## src/rtl/acc_pkg.sv

```systemverilog
// Shared types for the accelerator offload predecoder: offload table entries,
// operand/immediate selects and the registered predecode response.
package acc_pkg;

  // Fixed field widths so the response type does not depend on instance parameters.
  localparam int unsigned PREDEC_PORT_W = 8;
  localparam int unsigned PREDEC_IDX_W  = 8;

  typedef enum logic [1:0] {
    OP_RS   = 2'd0,
    OP_IMM  = 2'd1,
    OP_PC   = 2'd2,
    OP_NONE = 2'd3
  } op_sel_e;

  typedef enum logic [2:0] {
    IMM_I = 3'd0,
    IMM_S = 3'd1,
    IMM_B = 3'd2,
    IMM_U = 3'd3,
    IMM_J = 3'd4
  } imm_sel_e;

  typedef struct packed {
    logic [31:0] instr_data;
    logic [31:0] instr_mask;
    logic [1:0]  writeback;
    logic [2:0]  use_rs;
    op_sel_e     op_a_mux;
    op_sel_e     op_b_mux;
    op_sel_e     op_c_mux;
    imm_sel_e    imm_a_mux;
    imm_sel_e    imm_b_mux;
    imm_sel_e    imm_c_mux;
  } offl_instr_t;

  typedef struct packed {
    logic [PREDEC_PORT_W-1:0] port;
    logic                     accept;
    logic [PREDEC_IDX_W-1:0]  match_idx;
    logic [1:0]               writeback;
    logic [2:0]               use_rs;
    op_sel_e                  op_a_mux;
    op_sel_e                  op_b_mux;
    op_sel_e                  op_c_mux;
    imm_sel_e                 imm_a_mux;
    imm_sel_e                 imm_b_mux;
    imm_sel_e                 imm_c_mux;
  } predec_rsp_t;

  localparam predec_rsp_t PREDEC_RSP_DEFAULT = '{
    port:      '0,
    accept:    1'b0,
    match_idx: '0,
    writeback: 2'b00,
    use_rs:    3'b000,
    op_a_mux:  OP_RS,
    op_b_mux:  OP_RS,
    op_c_mux:  OP_RS,
    imm_a_mux: IMM_I,
    imm_b_mux: IMM_I,
    imm_c_mux: IMM_I
  };

  // Accepted response for table entry e at index idx; port is filled in by the arbiter.
  function automatic predec_rsp_t predec_from_entry(input offl_instr_t             e,
                                                    input logic [PREDEC_IDX_W-1:0] idx);
    predec_rsp_t r;
    r           = PREDEC_RSP_DEFAULT;
    r.accept    = 1'b1;
    r.match_idx = idx;
    r.writeback = e.writeback;
    r.use_rs    = e.use_rs;
    r.op_a_mux  = e.op_a_mux;
    r.op_b_mux  = e.op_b_mux;
    r.op_c_mux  = e.op_c_mux;
    r.imm_a_mux = e.imm_a_mux;
    r.imm_b_mux = e.imm_b_mux;
    r.imm_c_mux = e.imm_c_mux;
    return r;
  endfunction

endpackage

```

## src/rtl/acc_predecoder_match.sv

```systemverilog
// Combinational offload-table lookup for one instruction word; the lowest
// matching entry wins, no match returns the default response.
module acc_predecoder_match
  import acc_pkg::*;
#(
  parameter int unsigned NumInstr = 1,
  parameter offl_instr_t [(NumInstr > 0 ? NumInstr : 1)-1:0] offl_instr = '0
) (
  input  logic [31:0] instr_i,
  output predec_rsp_t rsp_o
);

  localparam int unsigned NumEntries = (NumInstr > 0) ? NumInstr : 1;
  localparam int unsigned IdxW       = (NumEntries > 1) ? $clog2(NumEntries) : 1;

  logic found;

  // NOTE: every signal written here gets a default first, so no path leaves it unassigned and no latch is inferred.
  always_comb begin
    rsp_o = PREDEC_RSP_DEFAULT;
    found = 1'b0;
    for (int unsigned i = 0; i < NumInstr; i++) begin
      if (!found &&
          ((instr_i & offl_instr[IdxW'(i)].instr_mask) == offl_instr[IdxW'(i)].instr_data)) begin
        found = 1'b1;
        rsp_o = predec_from_entry(offl_instr[IdxW'(i)], PREDEC_IDX_W'(i));
      end
    end
  end

endmodule

```

## src/rtl/acc_predecoder_arb.sv

```systemverilog
// Multi-port predecoder: round-robin admits one core request per cycle, looks it
// up in the offload table and returns the result through a one-deep output register.
module acc_predecoder_arb
  import acc_pkg::*;
#(
  parameter int unsigned NumPorts = 2,
  parameter int unsigned NumInstr = 1,
  parameter offl_instr_t [(NumInstr > 0 ? NumInstr : 1)-1:0] offl_instr = '0,
  parameter int unsigned CntW = 16
) (
  input  logic                             clk_i,
  input  logic                             rst_ni,
  input  logic [NumPorts-1:0]              req_valid_i,
  output logic [NumPorts-1:0]              req_ready_o,
  input  logic [NumPorts-1:0][31:0]        req_instr_i,
  output logic                             rsp_valid_o,
  input  logic                             rsp_ready_i,
  output predec_rsp_t                      rsp_o,
  output logic [NumPorts-1:0][CntW-1:0]    rej_cnt_o,
  input  logic                             rej_clr_i
);

  // PortW must not exceed PREDEC_PORT_W for the port field to hold every index.
  localparam int unsigned PortW = (NumPorts > 1) ? $clog2(NumPorts) : 1;

  logic [PortW-1:0] ptr_q, ptr_d;
  logic             rsp_valid_q, rsp_valid_d;
  predec_rsp_t      rsp_q, rsp_d;

  logic [PortW-1:0] cand;
  logic [PortW-1:0] grant_idx;
  logic             grant_valid;
  logic             out_free;
  logic             req_hs;
  predec_rsp_t      match_rsp;

  // Round-robin search starting at the pointer, wrapping around.
  always_comb begin
    grant_valid = 1'b0;
    grant_idx   = '0;
    cand        = '0;
    for (int unsigned k = 0; k < NumPorts; k++) begin
      cand = PortW'((32'(ptr_q) + k) % NumPorts);
      if (!grant_valid && req_valid_i[cand]) begin
        grant_valid = 1'b1;
        grant_idx   = cand;
      end
    end
  end

  // Ready is held low during reset so no request is consumed by a cycle that gets discarded.
  assign out_free = rst_ni & (~rsp_valid_q | rsp_ready_i);
  assign req_hs   = grant_valid & out_free;

  always_comb begin
    req_ready_o = '0;
    if (req_hs) req_ready_o[grant_idx] = 1'b1;
  end

  acc_predecoder_match #(
    .NumInstr   (NumInstr),
    .offl_instr (offl_instr)
  ) u_match (
    .instr_i (req_instr_i[grant_idx]),
    .rsp_o   (match_rsp)
  );

  always_comb begin
    ptr_d       = ptr_q;
    rsp_valid_d = rsp_valid_q;
    rsp_d       = rsp_q;
    if (req_hs) begin
      ptr_d       = (grant_idx == PortW'(NumPorts - 1)) ? '0 : grant_idx + 1'b1;
      rsp_valid_d = 1'b1;
      rsp_d       = match_rsp;
      rsp_d.port  = PREDEC_PORT_W'(grant_idx);
    end else if (rsp_ready_i) begin
      rsp_valid_d = 1'b0;
    end
  end

  // NOTE: the reset branch clears every state flop, including the response payload, so a dropped transfer leaves nothing stale.
  always_ff @(posedge clk_i) begin
    if (!rst_ni) begin
      ptr_q       <= '0;
      rsp_valid_q <= 1'b0;
      rsp_q       <= PREDEC_RSP_DEFAULT;
    end else begin
      // NOTE: non-blocking assignments keep every flop sampling pre-edge values regardless of statement order.
      ptr_q       <= ptr_d;
      rsp_valid_q <= rsp_valid_d;
      rsp_q       <= rsp_d;
    end
  end

  assign rsp_valid_o = rsp_valid_q;
  assign rsp_o       = rsp_q;

  for (genvar g = 0; g < NumPorts; g++) begin : g_rej
    logic [CntW-1:0] rej_cnt_q, rej_cnt_d;

    // Clear wins over a same-cycle reject; the counter sticks at all-ones.
    always_comb begin
      rej_cnt_d = rej_cnt_q;
      if (rej_clr_i) begin
        rej_cnt_d = '0;
      end else if (req_hs && !match_rsp.accept && (grant_idx == PortW'(g)) &&
                   (rej_cnt_q != {CntW{1'b1}})) begin
        rej_cnt_d = rej_cnt_q + 1'b1;
      end
    end

    always_ff @(posedge clk_i) begin
      if (!rst_ni) rej_cnt_q <= '0;
      else         rej_cnt_q <= rej_cnt_d;
    end

    assign rej_cnt_o[g] = rej_cnt_q;
  end

endmodule
```

## config.mk

```make
export PLATFORM = sky130hd
export DESIGN_NAME = acc_predecoder_arb
export DESIGN_NICKNAME = d
export VERILOG_FILES = /design/src/rtl/acc_pkg.sv /design/src/rtl/acc_predecoder_match.sv /design/src/rtl/acc_predecoder_arb.sv
export SDC_FILE = /design/constraint.sdc
export NUM_CORES = 1
export LEC_CHECK = 0
export CORE_MARGIN = 8
export CORE_UTILIZATION = 61
export DETAILED_ROUTE_END_ITERATION = 12
export DONT_BUFFER_PORTS = 1
export GPL_TIMING_DRIVEN = 0
export PLACE_DENSITY_LB_ADDON = 0.05
export SYNTH_ARGS = -nofsm -noshare
export SYNTH_HDL_FRONTEND = slang
export SYNTH_HIERARCHICAL = 1
export SYNTH_SLANG_ARGS = --single-unit
export TNS_END_PERCENT = 100
```

## constraint.sdc

```tcl
create_clock -name clk_i -period 1.34 [get_ports clk_i]
set_input_delay 0.067 -clock clk_i [delete_from_list [all_inputs] [get_ports clk_i]]
set_output_delay 0.067 -clock clk_i [all_outputs]
set_load 0.03 [all_outputs]
```

== Word level (Yosys, flattened, before mapping) ==
Cells that the tools add are included.

* Register bits: 4
* Latch bits: 0
* Bits in writable memories: 0
* Bits in read-only memories: 0
* Input bits: 70
* Output and inout port bits: 72
* Logic and storage cells: 32
* Memories kept: 0

* Add/subtract/negate cells: 2
* Multipliers: 0
* Divide/modulo/power cells: 0
* Magnitude comparators: 4
* Eq/ne operators: 0
* Shift-type cells: 0
* Muxes and demuxes: 14
* Bitwise gates (word level): 4
* Reductions and logical operators: 4

{| class="wikitable"
|+ Operators with widths
! kind !! count
|-
| $mux 1 || 12
|-
| $lt 1x2->1 const B || 3
|-
| $add 1x1->1 const B || 2
|-
| $and 1x1->1 || 2
|-
| $logic_and 1x1->1 || 2
|-
| $mux 2 || 1
|-
| $reduce_bool 2->1 || 1
|-
| $demux 1 s1 || 1
|-
| $ge 1x1->1 const B || 1
|-
| $logic_not 1->1 || 1
|-
| $not 1->1 || 1
|-
| $or 1x1->1 || 1
|}

== Depth between registers and ports, before layout ==
Gate-level depths: netlist (run 1).

* Depth in word-level cells: 11
* Mapped depth: 7
* Depth with buffers taken out: 6

== Cells and area by module ==
The synthesis (run 1) kept the hierarchy.

{| class="wikitable"
|+ By module, submodules not included
! module !! times used !! cells each !! area each (um2)
|-
| acc_predecoder_arb || 1 || 373 || 3145.5
|-
| acc_predecoder_match || 1 || 39 || 285.3
|}

== Worst setup path before layout (run 1) ==
Ideal clock, no wire load.

* Path type: register to register
* Start: register rsp_valid_q (netlist: rsp_valid_o)
* End: register, netlist name rsp_o[0]
* Library setup time: 0.060 ns
* Data arrival time: 1.543 ns
* Data required time: 1.280 ns
* Setup slack: -0.263 ns
* Cell stages (with the launch flop): 8
* Buffers on the path: 2
* Period minus slack after synthesis: 1.603 ns
* Path through: dfxtp_1 > nand2b_1 > and2_1 > o21ai_0 > buf_2 > buf_2 > nand3_1 > nand2_1

{| class="wikitable"
|+ RTL lines
! what !! RTL line !! RTL
|-
| start: declaration || acc_predecoder_arb.sv:27 || <nowiki>logic rsp_valid_q, rsp_valid_d;</nowiki>
|-
| start signal: assignment || acc_predecoder_arb.sv:91 || <nowiki>rsp_valid_q <= rsp_valid_d;</nowiki>
|}

== Final worst setup path (run 1) ==
* Start: register rsp_valid_q (netlist: rsp_valid_o)
* End: output port req_ready_o[0]

* Cells in the longest elaborated chain, start to end: 5

{| class="wikitable"
|+ RTL lines
! what !! RTL line !! RTL
|-
| $not 1->1 || acc_predecoder_arb.sv:52 || <nowiki>assign out_free = rst_ni & (~rsp_valid_q | rsp_ready_i);</nowiki>
|-
| $or 1x1->1 || acc_predecoder_arb.sv:52 ||
|-
| $and 1x1->1 || acc_predecoder_arb.sv:52 ||
|-
| $and 1x1->1 || acc_predecoder_arb.sv:53 || <nowiki>assign req_hs = grant_valid & out_free;</nowiki>
|-
| $mux 2 || acc_predecoder_arb.sv:57 || <nowiki>if (req_hs) req_ready_o[grant_idx] = 1'b1;</nowiki>
|-
| end: declaration || acc_predecoder_arb.sv:14 || <nowiki>output logic [NumPorts-1:0] req_ready_o,</nowiki>
|}

No other way between the ends.

==> results.cfg, run 1 <==
[clocking]
clock-sinks = 64
cts.reportedPaths.clkPinSlew_ps = 70
insertion_delay_ps = 330
cts_max_path_buffers = 2
cts_tree = yes
cts_root_buf = clkbuf_8
numCtsBuffers = 9
htreeDepth = 3

[yosys]
yosysWarnings = 6
avgSynthCellArea_um2 = 8.11
synth_cells = 370
syn_area_mm2 = 0.00300

[timing]
min_period_ps = 1300
hold_viol_final = 0
fmax_mhz = 767
fin_crit_sh = 0.973
relSlewSlack = 0.617
grt_setup_unrepaired = yes
max_slew.worst_pin.slew_ps = 567
slew_violations = 0
setup_viol = 0
setup_ws_ps = 35.6
finalClockSkew_ps = 4.21

[global_route]
grt_max_degree = 11
grt_pass1_vias = 2266
grt_use_total = 0.174
grt.busiest_layer = met2
antenna_found_initial = 1
grt_pass1_wl_um = 10400
grt.met2_usage = 0.279
use_met3 = 0.0879
grt-ovfl-total = 0
grt_use_met1 = 0.186

[drt]
initialDrtViolationCount = 84
drtPass1Iterations = 4
wire_per_inst_um = 13.2
num_vias = 2458
via_per_inst = 5.00
drc = 0
antenna_left = 0
drt-total-wl_um = 6490

[critical_path]
path_cells = nand2b_4, and2_4, and3_4
worst_ep_arrival_time_ps = 1240
required_ps = 1270
critPathMaxStageDelay_ps = 390
critPathMaxFanout = 5
cp_slowest_cell = dfxtp_4
cp_top_family = simple AND/OR/NAND/NOR gates
critPathKind = flip-flop to output pin
end_kind = output pin
path_buf_inv = 0
cp-start-kind = flip-flop

[placement]
portBuffers = 0
dp_slack_ps = -184
gp_congestion = 0.781
hpwlAfterDp_um = 4630

[floorplan]
die_w_um = 86.1
core_area_mm2 = 0.00472
start_util = 0.635
ioPinCount = 142
row_count = 25
dieArea_mm2 = 0.00742
die_h_um = 86.1

[cells_and_area]
fillers = 387
area_delta_synth_final_pct = 15.9
multiInputGateArea_mm2 = 0.00150
layout.nets = 491
fin_util = 0.736
layout-drive-gt1-share = 0.170
area.sequential_mm2 = 0.00128

[worst_hold_path]
min_path_type = input pin to flip-flop

[pwr]
finalPower_uw = 3980
leakage_uw = 0.00145
p_per_area_mw_per_mm2 = 1140
vdd_drop_max_mv = 0.745

[job]
maxCapViolations = 0

[outcome]
outcome = finished, final reports clean
==> final cells by class <==
type,instances,area share
Multi-Input combinational cell,281,0.431
Sequential cell,64,0.369
Buffer,55,0.110
Clock buffer,12,0.0417
Tap cell,67,0.0241
Timing Repair Buffer,5,0.0133
Clock inverter,4,0.00576
Inverter,3,0.00324
Antenna cell,1,0.000719
==> path summary, 6_finish.rpt <==
kind,startpoint,end,slack [ps],cells after the start
worst max register to register,rsp_valid_o,rsp_o[4],80,7
worst min-delay path,rst_ni,rsp_valid_o,40,2
worst min register to register,rsp_o[24],rsp_o[24],610,2
worst max-delay path,rsp_valid_o,req_ready_o[0],40,3
==> flip-flops by register name, indices dropped and copies added, names as in the netlist <==
register	cells
ptr_q	1
rsp_o	30
g_rej.rej_cnt_q	32
rsp_valid_o	1
==> metal layers <==
| metal | part of all wire | wire length (um) | vias to the layer above |
|---|---|---|---|
| li1 | - | - | 1268 |
| met1 | 0.40 | 2600 | 1102 |
| met2 | 0.47 | 3030 | 79 |
| met3 | 0.12 | 772 | 9 |
| met4 | 0.013 | 86 | 0 |
| met5 | 0 | 0 | - |
==> report_power, final <==
part           internal, uW  switching, uW  leakage (uW)  total [uW]
clock network           710            688     0.0000899        1400
registers              1990            223      0.000524        2210
logic                   164            204      0.000837         368
==> layout by cell type (no fill, tap or decap), drive strengths merged, types with 3 or more instances in the layout <==
cell type     n
nor3          8
inv           3
buf          51
and3          7
dfxtp        64
conb         36
nor4b         4
o21ai         4
nand4        10
nand3        37
nor4         15
clkbuf       18
nand2        71
dlygate4sd3   3
a21oi         4
nor2         37
nand2b        3
xnor2        28
clkinv        4
==> per-stage QoR <==
stage	cell area, um2	cells	hold slack, ps	TNS [ps]
global placement	3220	470	282	-2680
finish	3480	492	43.9	0
CTS	3450	490	17.6	0
floorplan	3140	403	264	0
global route	3480	492	45.0	-29.0
detailed placement	3220	470	306	-3320
==> timing repair <==
| action | CTS | global route |
|---|---|---|
| pin swaps | 0 | 4 |
| hold buffers | 3 | 0 |
| hold endpoints to repair | 1 | 0 |
| endpoints found under the setup margin | 25 | 31 |
| gates cloned | 0 | 1 |
| setup buffers | 1 | 0 |
| resized for setup | 11 | 9 |
==> worst reg2reg max path, cell delays in order (launching register included) <==
cell	delay [ps]
dfxtp_4	420
nand2b_4	90
and2_4	170
o21ai_2	80
buf_6	140
buf_6	130
nand3_1	80
nand2_1	90
Note: power is estimated with default switching activity, not from simulation.
==> inputs of run 2 (changes only) <==
--- a/config.mk
+++ b/config.mk
@@ -11,6 +11,7 @@
 export DONT_BUFFER_PORTS = 1
 export GPL_TIMING_DRIVEN = 0
 export PLACE_DENSITY_LB_ADDON = 0.05
+export REMOVE_ABC_BUFFERS = 1
 export SYNTH_ARGS = -nofsm -noshare
 export SYNTH_HDL_FRONTEND = slang
 export SYNTH_HIERARCHICAL = 1
==> run 2 against run 1 <==
The flow now finishes with violations (hold timing); setup slack improved by 5.5 ps; register-to-register slack about the same; fmax increased by 0.42%; worst hold slack got worse by 170 ps; die area unchanged; largest cell class unchanged; global-route usage decreased by 0.71 points; sequential share of layout area increased by 2.9 points.
==> results.cfg, run 2 (synthesis gave the netlist of run 1 again) <==
[outcome]
outcome = finished with violations
violations = hold timing

[placement]
hpwlAfterDp_um = 4060
gp_congestion = 0.797
portBuffers = 0

[timing]
max_slew.worst_pin.slew_ps = 1190
relSlewSlack = 0.207
finalClockSkew_ps = 4.75
hold_viol_final = 31
fin_hold_ws_ps = -128
min_period_ps = 1300
setup_viol = 0
fmax_mhz = 770
fin_crit_sh = 0.969
grt_setup_unrepaired = yes
slew_violations = 0

[critical_path]
path_cells = nand2b_4, and2_4, and3_4
worst_ep_arrival_time_ps = 1230
cp-start-kind = flip-flop
critPathKind = flip-flop to output pin
rrSetupSlack_ps = 90
required_ps = 1270
critPathMaxStageDelay_ps = 390
critPathMaxFanout = 5
end_kind = output pin
cp_slowest_cell = dfxtp_4

[clocking]
cts_max_path_buffers = 2
holdBufCountCts = 1
cts.reportedPaths.clkPinSlew_ps = 70
cts_root_buf = clkbuf_8
numCtsBuffers = 9
htreeDepth = 3
clock-sinks = 64
cts_tree = yes
insertion_delay_ps = 330

[pwr]
p_sw_uw = 1110
switching_share = 0.266
p_int_uw = 3050
leakage_uw = 0.00125
clock_power_share = 0.401
seqPwrFrac = 0.532
finalPower_uw = 4160
vdd_drop_max_mv = 1.07
p_per_area_mw_per_mm2 = 1290
comb_power_share = 0.067

[floorplan]
row_count = 25
core_area_mm2 = 0.00472
die_w_um = 86.1
ioPinCount = 142
dieArea_mm2 = 0.00742
start_util = 0.635
die_h_um = 86.1

[cells_and_area]
area.sequential_mm2 = 0.00128
fillers = 403
largest_register = g_rej.rej_cnt_q
largest_reg_flops = 32
fin_util = 0.683
area_delta_synth_final_pct = 7.55
layout-drive-gt1-share = 0.0938
final_common_cell = nand2_1
layout.nets = 440
diodes = 0
final_cell_mix = nand2_1 (70), dfxtp_1 (63), nand3_1 (37)
multiInputGateArea_mm2 = 0.00153

[drt]
via_per_inst = 5.08
antenna_left = 0
drt-total-wl_um = 6120
wl_met2_um = 2780
wl_met1_um = 2570
wire_per_inst_um = 13.9
num_vias = 2236
drc = 0
maxUsedRoutingLayer = met4
met3_length_um = 667
initialDrtViolationCount = 123
drtPass1Iterations = 4

[global_route]
grt-ovfl-total = 0
grt_pass1_vias = 2064
grt_pass1_wl_um = 9940
antenna_found_initial = 0
grt_max_degree = 38
grt_use_total = 0.167

[worst_hold_path]
min_path_type = input pin to flip-flop

[job]
maxCapViolations = 0
==> run 2: cell types whose count changed in the layout (fill, tap and decap cells not counted), moves of 4 or more <==
cell and delta:
buf_1 -4, buf_4 -32, buf_6 -5, buf_2 -5
clkbuf_1 -5
==> run 2: layer usage <==
metal / GRT usage / vias to the layer above
met3: 0.0821 / 12
li1: - / 1165
met2: 0.258 / 64
met1: 0.182 / 995
met5: 0 / -
met4: 0.0939 / 0
==> run 2: final timing paths <==
kind,startpoint,to,depth (start not counted)
worst max register to register,rsp_valid_o,rsp_valid_o,3
worst min register to register,rsp_o[6],rsp_o[6],2
worst max-delay path,rsp_valid_o,req_ready_o[0],3
worst min-delay path,rst_ni,rsp_o[25],2
==> run 2: power groups by stage <==
stage | Combinational, uW | Sequential [uW] | Clock (uW)
6_report | 280 | 2210 | 1670
5_1_grt | 316 | 2220 | 1780
4_1_cts | 250 | 2210 | 1700
3_5_place_dp | 229 | 2250 | 0
3_3_place_gp | 201 | 2250 | 0
2_1_floorplan | 175 | 2230 | 0
==> run 2: critical path: cells and delay by family, from the launching register on <==
kind | cells | cell delay, ps
and+or+nand+nor | 3 | 500
DFF | 1 | 390
==> run 2: repair_timing <==
item / CTS / global route
endpoints found under the hold margin: 32 / 31
pin swaps: 2 / 3
setup endpoints to repair: 33 / 21
gates cloned: 0 / 1
setup buffers: 2 / 3
resized for setup: 11 / 3
==> run 2: final cells by class <==
type | instances | share of cell area
Inverter | 3 | 0.00349
Timing Repair Buffer | 9 | 0.0372
Clock buffer | 13 | 0.0492
Clock inverter | 3 | 0.0124
Tap cell | 67 | 0.0260
Multi-Input combinational cell | 281 | 0.473
Sequential cell | 64 | 0.398
==> run 2: through the flow <==
| step | hold WS (ps) | setup WS, ps | setup TNS (ps) | std cells | instance area, um2 |
|---|---|---|---|---|---|
| final | -128 | 41.1 | 0 | 440 | 3230 |
| after global routing | -140 | -5.36 | -5.36 | 440 | 3230 |
| after CTS | -139 | 14.3 | 0 | 436 | 3170 |
| after detailed placement | 217 | -394 | -8390 | 417 | 2910 |
| after global placement | 207 | -1670 | -49580 | 415 | 2850 |
| after floorplan | 195 | -734 | -20360 | 348 | 2760 |
==> inputs of run 3 (changes only) <==
--- a/config.mk
+++ b/config.mk
@@ -7,6 +7,7 @@
 export LEC_CHECK = 0
 export CORE_MARGIN = 8
 export CORE_UTILIZATION = 61
+export CTS_BUF_LIST = sky130_fd_sc_hd__clkbuf_8 sky130_fd_sc_hd__clkbuf_16
 export DETAILED_ROUTE_END_ITERATION = 12
 export DONT_BUFFER_PORTS = 1
 export GPL_TIMING_DRIVEN = 0
==> run 3 against run 2 <==
The flow still finishes with violations (hold timing); count of clock-buffer cells in the layout is 2 lower; fmax down 0.12%; clock power barely moved.
==> results.cfg, run 3 (synthesis gave the netlist of run 1 again) <==
[worst_hold_path]
hp-start = rst_ni
min_path_cells = 2
min_path_type = input pin to flip-flop
whs_endpoint = rsp_o[25]

[cells_and_area]
diodes = 0
largest_reg_flops = 32
final_cell_mix = nand2_1 (70), dfxtp_1 (63), nand3_1 (37)
area.sequential_mm2 = 0.00128
final_common_cell = nand2_1
fin_util = 0.683
multiInputGateArea_mm2 = 0.00153
largest_register = g_rej.rej_cnt_q
layout.nets = 440
layout-drive-gt1-share = 0.0938
fillers = 403
area_delta_synth_final_pct = 7.55

[job]
maxCapViolations = 0

[timing]
fin_hold_ws_ps = -129
slew_violations = 0
max_slew.worst_pin.slew_ps = 1190
fin_crit_sh = 0.970
min_period_ps = 1300
grt_setup_unrepaired = yes
hold_viol_final = 31
relSlewSlack = 0.207
finalClockSkew_ps = 4.23
fmax_mhz = 769
setup_viol = 0

[floorplan]
start_util = 0.635
dieArea_mm2 = 0.00742
ioPinCount = 142
die_h_um = 86.1
die_w_um = 86.1
row_count = 25
core_area_mm2 = 0.00472

[outcome]
outcome = finished with violations
violations = hold timing

[global_route]
use_met3 = 0.0821
grt-ovfl-total = 0
grt_pass1_vias = 2064
grt.met2_usage = 0.258
grt_use_total = 0.167
grt_pass1_wl_um = 9940
grt_use_met1 = 0.182
grt.busiest_layer = met2
grt_max_degree = 38
antenna_found_initial = 0

[critical_path]
path_buf_inv = 0
cp-start-kind = flip-flop
r2r-end = rsp_valid_o
cp.depth = 3
rrSetupSlack_ps = 90
r2r-start = rsp_valid_o
cp_top_family = simple AND/OR/NAND/NOR gates
reg2reg_depth = 3
cp_slowest_cell = dfxtp_4
required_ps = 1270
worst_ep_arrival_time_ps = 1230
end_kind = output pin
path_cells = nand2b_4, and2_4, and3_4
critPathKind = flip-flop to output pin
critPathMaxFanout = 5
critPathMaxStageDelay_ps = 390

[drt]
drtPass1Iterations = 4
num_vias = 2237
drt-total-wl_um = 6110
antenna_left = 0
via_per_inst = 5.08
wire_per_inst_um = 13.9
drc = 0
initialDrtViolationCount = 125

[clocking]
holdBufCountCts = 1
cts_max_path_buffers = 2
clock-sinks = 64
htreeDepth = 3
cts.reportedPaths.clkPinSlew_ps = 70
cts_root_buf = clkbuf_8
insertion_delay_ps = 330
numCtsBuffers = 9
cts_tree = yes

[pwr]
finalPower_uw = 4140
p_per_area_mw_per_mm2 = 1280
leakage_uw = 0.00126
vdd_drop_max_mv = 1.08

[placement]
gp_congestion = 0.797
hpwlAfterDp_um = 4060
portBuffers = 0
[run 3: cell types whose count changed in the layout (fill, tap and decap cells not counted)]
cell / change
inv_1: +2
clkbuf_1: -2
[run 3: final cells by class]
cell class                      count  area share
Multi-Input combinational cell    281       0.473
Sequential cell                    64       0.398
Clock buffer                       11      0.0469
Timing Repair Buffer                9      0.0372
Tap cell                           67      0.0260
Clock inverter                      5      0.0147
Inverter                            3     0.00349
[run 3: worst max-delay path by stage]
stage | start | end | slack (ps)
after floorplan | rsp_valid_o | ptr_q | -730
after global placement | req_valid_i[1] | rsp_o[29] | -1670
after detailed placement | rsp_valid_o | rsp_o[28] | -390
after CTS | rsp_valid_o | rsp_o[28] | 10
after global routing | rsp_valid_o | req_ready_o[0] | -6
final | rsp_valid_o | req_ready_o[0] | 40
[run 3: metal layers]
metal	part of all wire	up-vias
met1	0.41	997
met2	0.46	63
met5	0	-
met4	0.017	0
li1	-	1165
met3	0.11	12
[run 3: metrics by stage]
step,setup WS (ps),area (um2),setup TNS [ps],hold slack (ps),cells
finish,39.5,3230,0,-129,440
global route,-5.94,3230,-5.94,-141,440
CTS,14.0,3170,0,-139,436
detailed placement,-394,2910,-8390,217,417
global placement,-1670,2850,-49580,207,415
floorplan,-734,2760,-20360,195,348
[run 3: worst register-to-register path, cell delays in order (launching register included)]
cell and delay (ps):
dfxtp_4 420, nand2b_4 90, a21boi_1 130, dlygate4sd3_1 560
[run 3: power breakdown]
| part | switching, uW | internal [uW] |
|---|---|---|
| combinational | 173 | 107 |
| clock | 707 | 941 |
| sequential | 224 | 1990 |
[run 3: what timing repair did]
item	CTS	global route
buffers inserted	2	3
cloned	0	1
endpoints found under the setup margin	33	21
pin swaps	2	3
resized for setup	11	3
endpoints found under the hold margin	32	31
